`src/rtl/aes_round_ctrl.sv`:
```
// aes_round_ctrl: sequences the AES round steps, using rising-edge handshakes and a per-step watchdog
module aes_round_ctrl #(
  parameter int NR      = 10,
  parameter int TIMEOUT = 255
) (
  input  logic       clk,
  input  logic       rst,
  input  logic       start,
  input  logic       sub_done,
  input  logic       shift_done,
  input  logic       mix_done,
  input  logic       ark_done,
  output logic       load_en,
  output logic       sub_en,
  output logic       shift_en,
  output logic       mix_en,
  output logic       ark_en,
  output logic [3:0] round_o,
  output logic       busy,
  output logic       done,
  output logic       error
);
  typedef enum logic [3:0] {IDLE, LOAD, ARK0, SUB, SHIFT, MIX, ARK, FIN, ERR} state_e;
  state_e state_q, state_d;
  logic [3:0] dn, dn_q, round_d;
  logic [7:0] wd_q, wd_d;
  logic [1:0] idx;
  logic step, first, last, fire, expire, entry;
  logic load_en_d, sub_en_d, shift_en_d, mix_en_d, ark_en_d, busy_d, done_d, error_d;
  assign dn     = {sub_done, shift_done, mix_done, ark_done};
  assign step   = state_q inside {ARK0, SUB, SHIFT, MIX, ARK};
  assign first  = sub_en | shift_en | mix_en | ark_en;
  assign last   = round_o == 4'(NR);
  assign idx    = state_q == SUB ? 2'd3 : state_q == SHIFT ? 2'd2 : state_q == MIX ? 2'd1 : 2'd0;
  // the enable cycle itself never completes a step; only a fresh rise afterwards does
  assign fire   = step && !first && dn[idx] && !dn_q[idx];
  assign expire = step && !fire && wd_q == 8'(TIMEOUT - 1);
  always_ff @(posedge clk or posedge rst)
    if (rst) state_q <= IDLE;
    else state_q <= state_d;
  always_comb begin
    state_d = state_q;
    case (state_q)
      IDLE, ERR: if (start) state_d = LOAD;
      LOAD:      state_d = ARK0;
      ARK0:      if (fire) state_d = SUB;
      SUB:       if (fire) state_d = SHIFT;
      SHIFT:     if (fire) state_d = last ? ARK : MIX;
      MIX:       if (fire) state_d = ARK;
      ARK:       if (fire) state_d = last ? FIN : SUB;
      FIN:       state_d = IDLE;
      default:   state_d = IDLE;
    endcase
    if (expire) state_d = ERR;
  end
  always_comb begin
    entry      = state_d != state_q;
    round_d    = state_d == LOAD ? 4'd0 :
                 state_q == ARK0 && fire ? 4'd1 :
                 state_q == ARK && fire && !last ? round_o + 4'd1 : round_o;
    wd_d       = entry ? 8'd0 : step ? wd_q + 8'd1 : wd_q;
    load_en_d  = state_d == LOAD;
    sub_en_d   = entry && state_d == SUB;
    shift_en_d = entry && state_d == SHIFT;
    mix_en_d   = entry && state_d == MIX;
    ark_en_d   = entry && (state_d == ARK0 || state_d == ARK);
    busy_d     = state_d inside {LOAD, ARK0, SUB, SHIFT, MIX, ARK};
    done_d     = state_d == FIN;
    error_d    = state_d == ERR;
  end
  always_ff @(posedge clk or posedge rst)
    if (rst) begin
      {load_en, sub_en, shift_en, mix_en, ark_en, busy, done, error} <= '0;
      round_o <= '0;
      wd_q    <= '0;
      dn_q    <= '0;
    end else begin
      {load_en, sub_en, shift_en, mix_en, ark_en} <= {load_en_d, sub_en_d, shift_en_d, mix_en_d, ark_en_d};
      {busy, done, error} <= {busy_d, done_d, error_d};
      round_o <= round_d;
      wd_q    <= wd_d;
      dn_q    <= dn;
    end
endmodule

```
`config.mk`:
```
export PLATFORM = sky130hd
export DESIGN_NAME = aes_round_ctrl
export DESIGN_NICKNAME = d
export VERILOG_FILES = /design/src/rtl/aes_round_ctrl.sv
export SDC_FILE = /design/constraint.sdc
export NUM_CORES = 1
export LEC_CHECK = 0
export BUFFER_PORTS_ARGS = -buffer_cell sky130_fd_sc_hd__buf_2
export CAP_MARGIN = 10
export CELL_PAD_IN_SITES_DETAIL_PLACEMENT = 1
export CELL_PAD_IN_SITES_GLOBAL_PLACEMENT = 2
export CORE_UTILIZATION = 36
export CTS_BUF_LIST = sky130_fd_sc_hd__clkbuf_4 sky130_fd_sc_hd__clkbuf_8
export CTS_CLUSTER_SIZE = 12
export DETAILED_ROUTE_END_ITERATION = 10
export PLACE_DENSITY_LB_ADDON = 0.1
export SETUP_SLACK_MARGIN = 0.1
export SYNTH_ARGS = -nofsm -noshare
export SYNTH_HDL_FRONTEND = slang
export SYNTH_SLANG_ARGS = --single-unit
```
`constraint.sdc`:
```
create_clock -name clk -period 5.9 [get_ports clk]
set_input_delay 0.59 -clock clk [delete_from_list [all_inputs] [get_ports clk]]
set_output_delay 0.59 -clock clk [all_outputs]
set_load 0.05 [all_outputs]
```
==> results_dict.tcl <==
set metrics [dict create \
    ctsHoldBuffers 0 \
    hp-class "input port to asynchronous set/reset pin" \
    rsz0062_at_grt "false" \
    rows 23 \
    final-max-slew-violation-count 0 \
    slew_headroom 0.426 \
    cts.sinks 28 \
    grtUsageTotal 0.176 \
    synth_edf_count 0 \
    grt_pass1_vias 1210 \
    fin_area_mm2 0.00174 \
    power_density_mw_per_mm2 457 \
    io_buffers 18 \
    routed_via_density 5.59 \
    ys_types 47 \
    dieWidth_um 67.4 \
    crit_required_ns 6.07 \
    crit_path_start_kind "flip-flop" \
    ys_async_sr_fraction 1.00 \
    worstMarginPinSlew_ns 0.861 \
    hpwlAfterDp_mm 2.61 \
    synth_area_mm2 0.00154 \
    fmax_ghz 0.343 \
    vias 1236 \
    setup_viol 0 \
    vdd_drop_max_mv 0.219 \
    synth_area_leaders "dfrtp_1 (45%), nor2_1 (4.1%), nand2_1 (3.9%), xor2_1 (3.4%), ha_1 (3.2%)" \
    path_clk_slew_ns 0.10 \
    grt_pass1_wl_mm 6.00 \
    fin_skew_ns 0.00397 \
    ys_warn_count 0 \
    post_dp_cell_area_mm2 0.00165 \
    cts_max_level 1 \
    arrival_ns 3.09 \
    finalNetCount 183 \
    cts_buffers 3 \
    cp-end-kind "flip-flop" \
    final_core_util 0.428 \
    syn2layout_area_growth_pct 12.7 \
    syn_avg_cell_area_um2 9.88 \
    ant_nets 0 \
    cp_max_fo 26 \
    initialDrtViolationCount 54 \
    fp.coreArea_mm2 0.00406 \
    post-cts-setup-buffer-count 0 \
    power.static_leakage_nw 0.812 \
    yosysTopAreaCell "dfrtp_1" \
    maxCapViolations 0 \
    yosysMostFrequentCell "dfrtp_1" \
    antenna_found_initial 0 \
    slowest_delay_ns 0.91 \
    io-pin-count 19 \
    drive_above_1_share 0.181 \
    routedWlPerCell_um 16.0 \
    post-route-period-util 0.495 \
    cts_resized 0 \
    die_area_mm2 0.00455 \
    synth_common_cells "dfrtp_1 (28), nor2_1 (17), nand2_1 (16)" \
    setup_tns_ns 0 \
    min_period_ns 2.92 \
    tritoncts "built" \
    synth_ff_type "dfrtp_1" \
    drt-pass1-iter-count 4 \
    die_h_um 67.4 \
    routed_wl_mm 3.53 \
    critical_path.slowest_cell "dfrtp_1" \
    synth_fp_nets 167 \
    grt_max_degree 29 \
    clk_latency_ns 0.28 \
    worstPathCellList "o21bai_1, a31oi_2, o211ai_2, o21bai_2, a211o_1, o2111a_1, o31a_1" \
    grt.overflow.total 0 \
    finalHoldViolCount 0 \
    place_congestion 0.805 \
    ys_seq_area_frac 0.455 \
    start_util 0.380 \
    clock-root-buffer "clkbuf_8" \
    drcViolationCount 0 \
    synth_top_cell_area_share 0.455 \
    clock_path_buffers 2 \
    outcome "finished, final reports clean" \
    synthCells 156 \
    path_class "flip-flop to flip-flop" \
    ys_seq_elements 28 \
    n_antenna_cell 0 \
]
-- cell usage in the layout, fill, tap and decap left out, drive strengths merged, types with 2 or more instances in the layout --
| cell type | instances |
|---|---|
| dfrtp | 28 |
| buf | 19 |
| nor2 | 18 |
| nand2 | 16 |
| o21ai | 9 |
| and3 | 6 |
| xor2 | 6 |
| inv | 5 |
| nand3 | 5 |
| nor2b | 4 |
| ha | 4 |
| a21oi | 3 |
| o41ai | 3 |
| nand4 | 3 |
| nand2b | 3 |
| a22o | 3 |
| clkbuf | 3 |
| a211oi | 3 |
| xnor2 | 2 |
| nand3b | 2 |
| a211o | 2 |
| nor3 | 2 |
| o21bai | 2 |
-- critical path, delay by kind of cell, from the launching register on --
kind | cells | cell delay (ns)
compound gates | 7 | 1.90
flops | 1 | 0.91
-- through the flow --
| step | hold WS [ns] | setup WS (ns) | power, mW | std cells |
|---|---|---|---|---|
| after floorplan | 0.497 | 3.42 | 0.573 | 156 |
| after global placement | 0.525 | 3.14 | 0.638 | 216 |
| after detailed placement | 0.540 | 3.01 | 0.647 | 216 |
| after CTS | 0.425 | 3.00 | 0.802 | 220 |
| after global routing | 0.389 | 2.70 | 0.856 | 221 |
| final | 0.338 | 2.98 | 0.794 | 221 |
-- area by class of cell --
class	instances	area, um2
clock buffer	3	41.3
clock inverter	1	30.0
fill	467	2320
inverter	5	18.8
multi-input combinational	115	779
sequential	28	701
tap	50	62.6
timing repair buffer	19	105
-- power breakdown --
| part | switching (mW) | internal, mW |
|---|---|---|
| combinational | 0.219 | 0.129 |
| clock | 0.0611 | 0.0909 |
| sequential | 0.0667 | 0.227 |
| total | 0.347 | 0.447 |
-- worst paths after layout --
check | endpoint | start | cells past startpoint | slack (ns)
max in group asynchronous | round_o[2] | rst | 3 | 5.07
worst max-delay path | busy | state_q[2] | 7 | 2.98
min in group clk | dn_q[3] | sub_done | 1 | 0.43
worst min-delay path | done | rst | 2 | 0.34
worst min register to register | wd_q[3] | wd_q[3] | 2 | 0.56
worst max register to register | busy | state_q[2] | 7 | 2.98
-- registers in the layout, indices dropped and copies added, names as in the netlist --
| signal | flops |
|---|---|
| wd_q | 8 |
| dn_q | 4 |
| state_q | 4 |
| busy | 1 |
| error | 1 |
| mix_en | 1 |
| round_o | 4 |
| ark_en | 1 |
| done | 1 |
| sub_en | 1 |
| shift_en | 1 |
| load_en | 1 |
-- kinds of logic (layout without fill, tap and decap cells) --
kind of cell    count (synthesis)  count (layout)  share of synthesized area
compound gates                 35              35                      0.200
xor+xnor                        8               8                     0.0455
fa+ha+maj                       4               4                     0.0325
buf+inv                        13              28                     0.0398
flops                          28              28                      0.455
mux                             1               1                    0.00649
simple gates                   67              67                      0.221
-- routing by layer --
metal | GRT usage | routed length, um | vias to the layer above
met4 | 0.0479 | 30 | 0
met1 | 0.256 | 1820 | 623
li1 | - | - | 593
met5 | 0 | 0 | -
met2 | 0.276 | 1600 | 16
met3 | 0.0203 | 66 | 4
(Power assumes the default switching activity.)
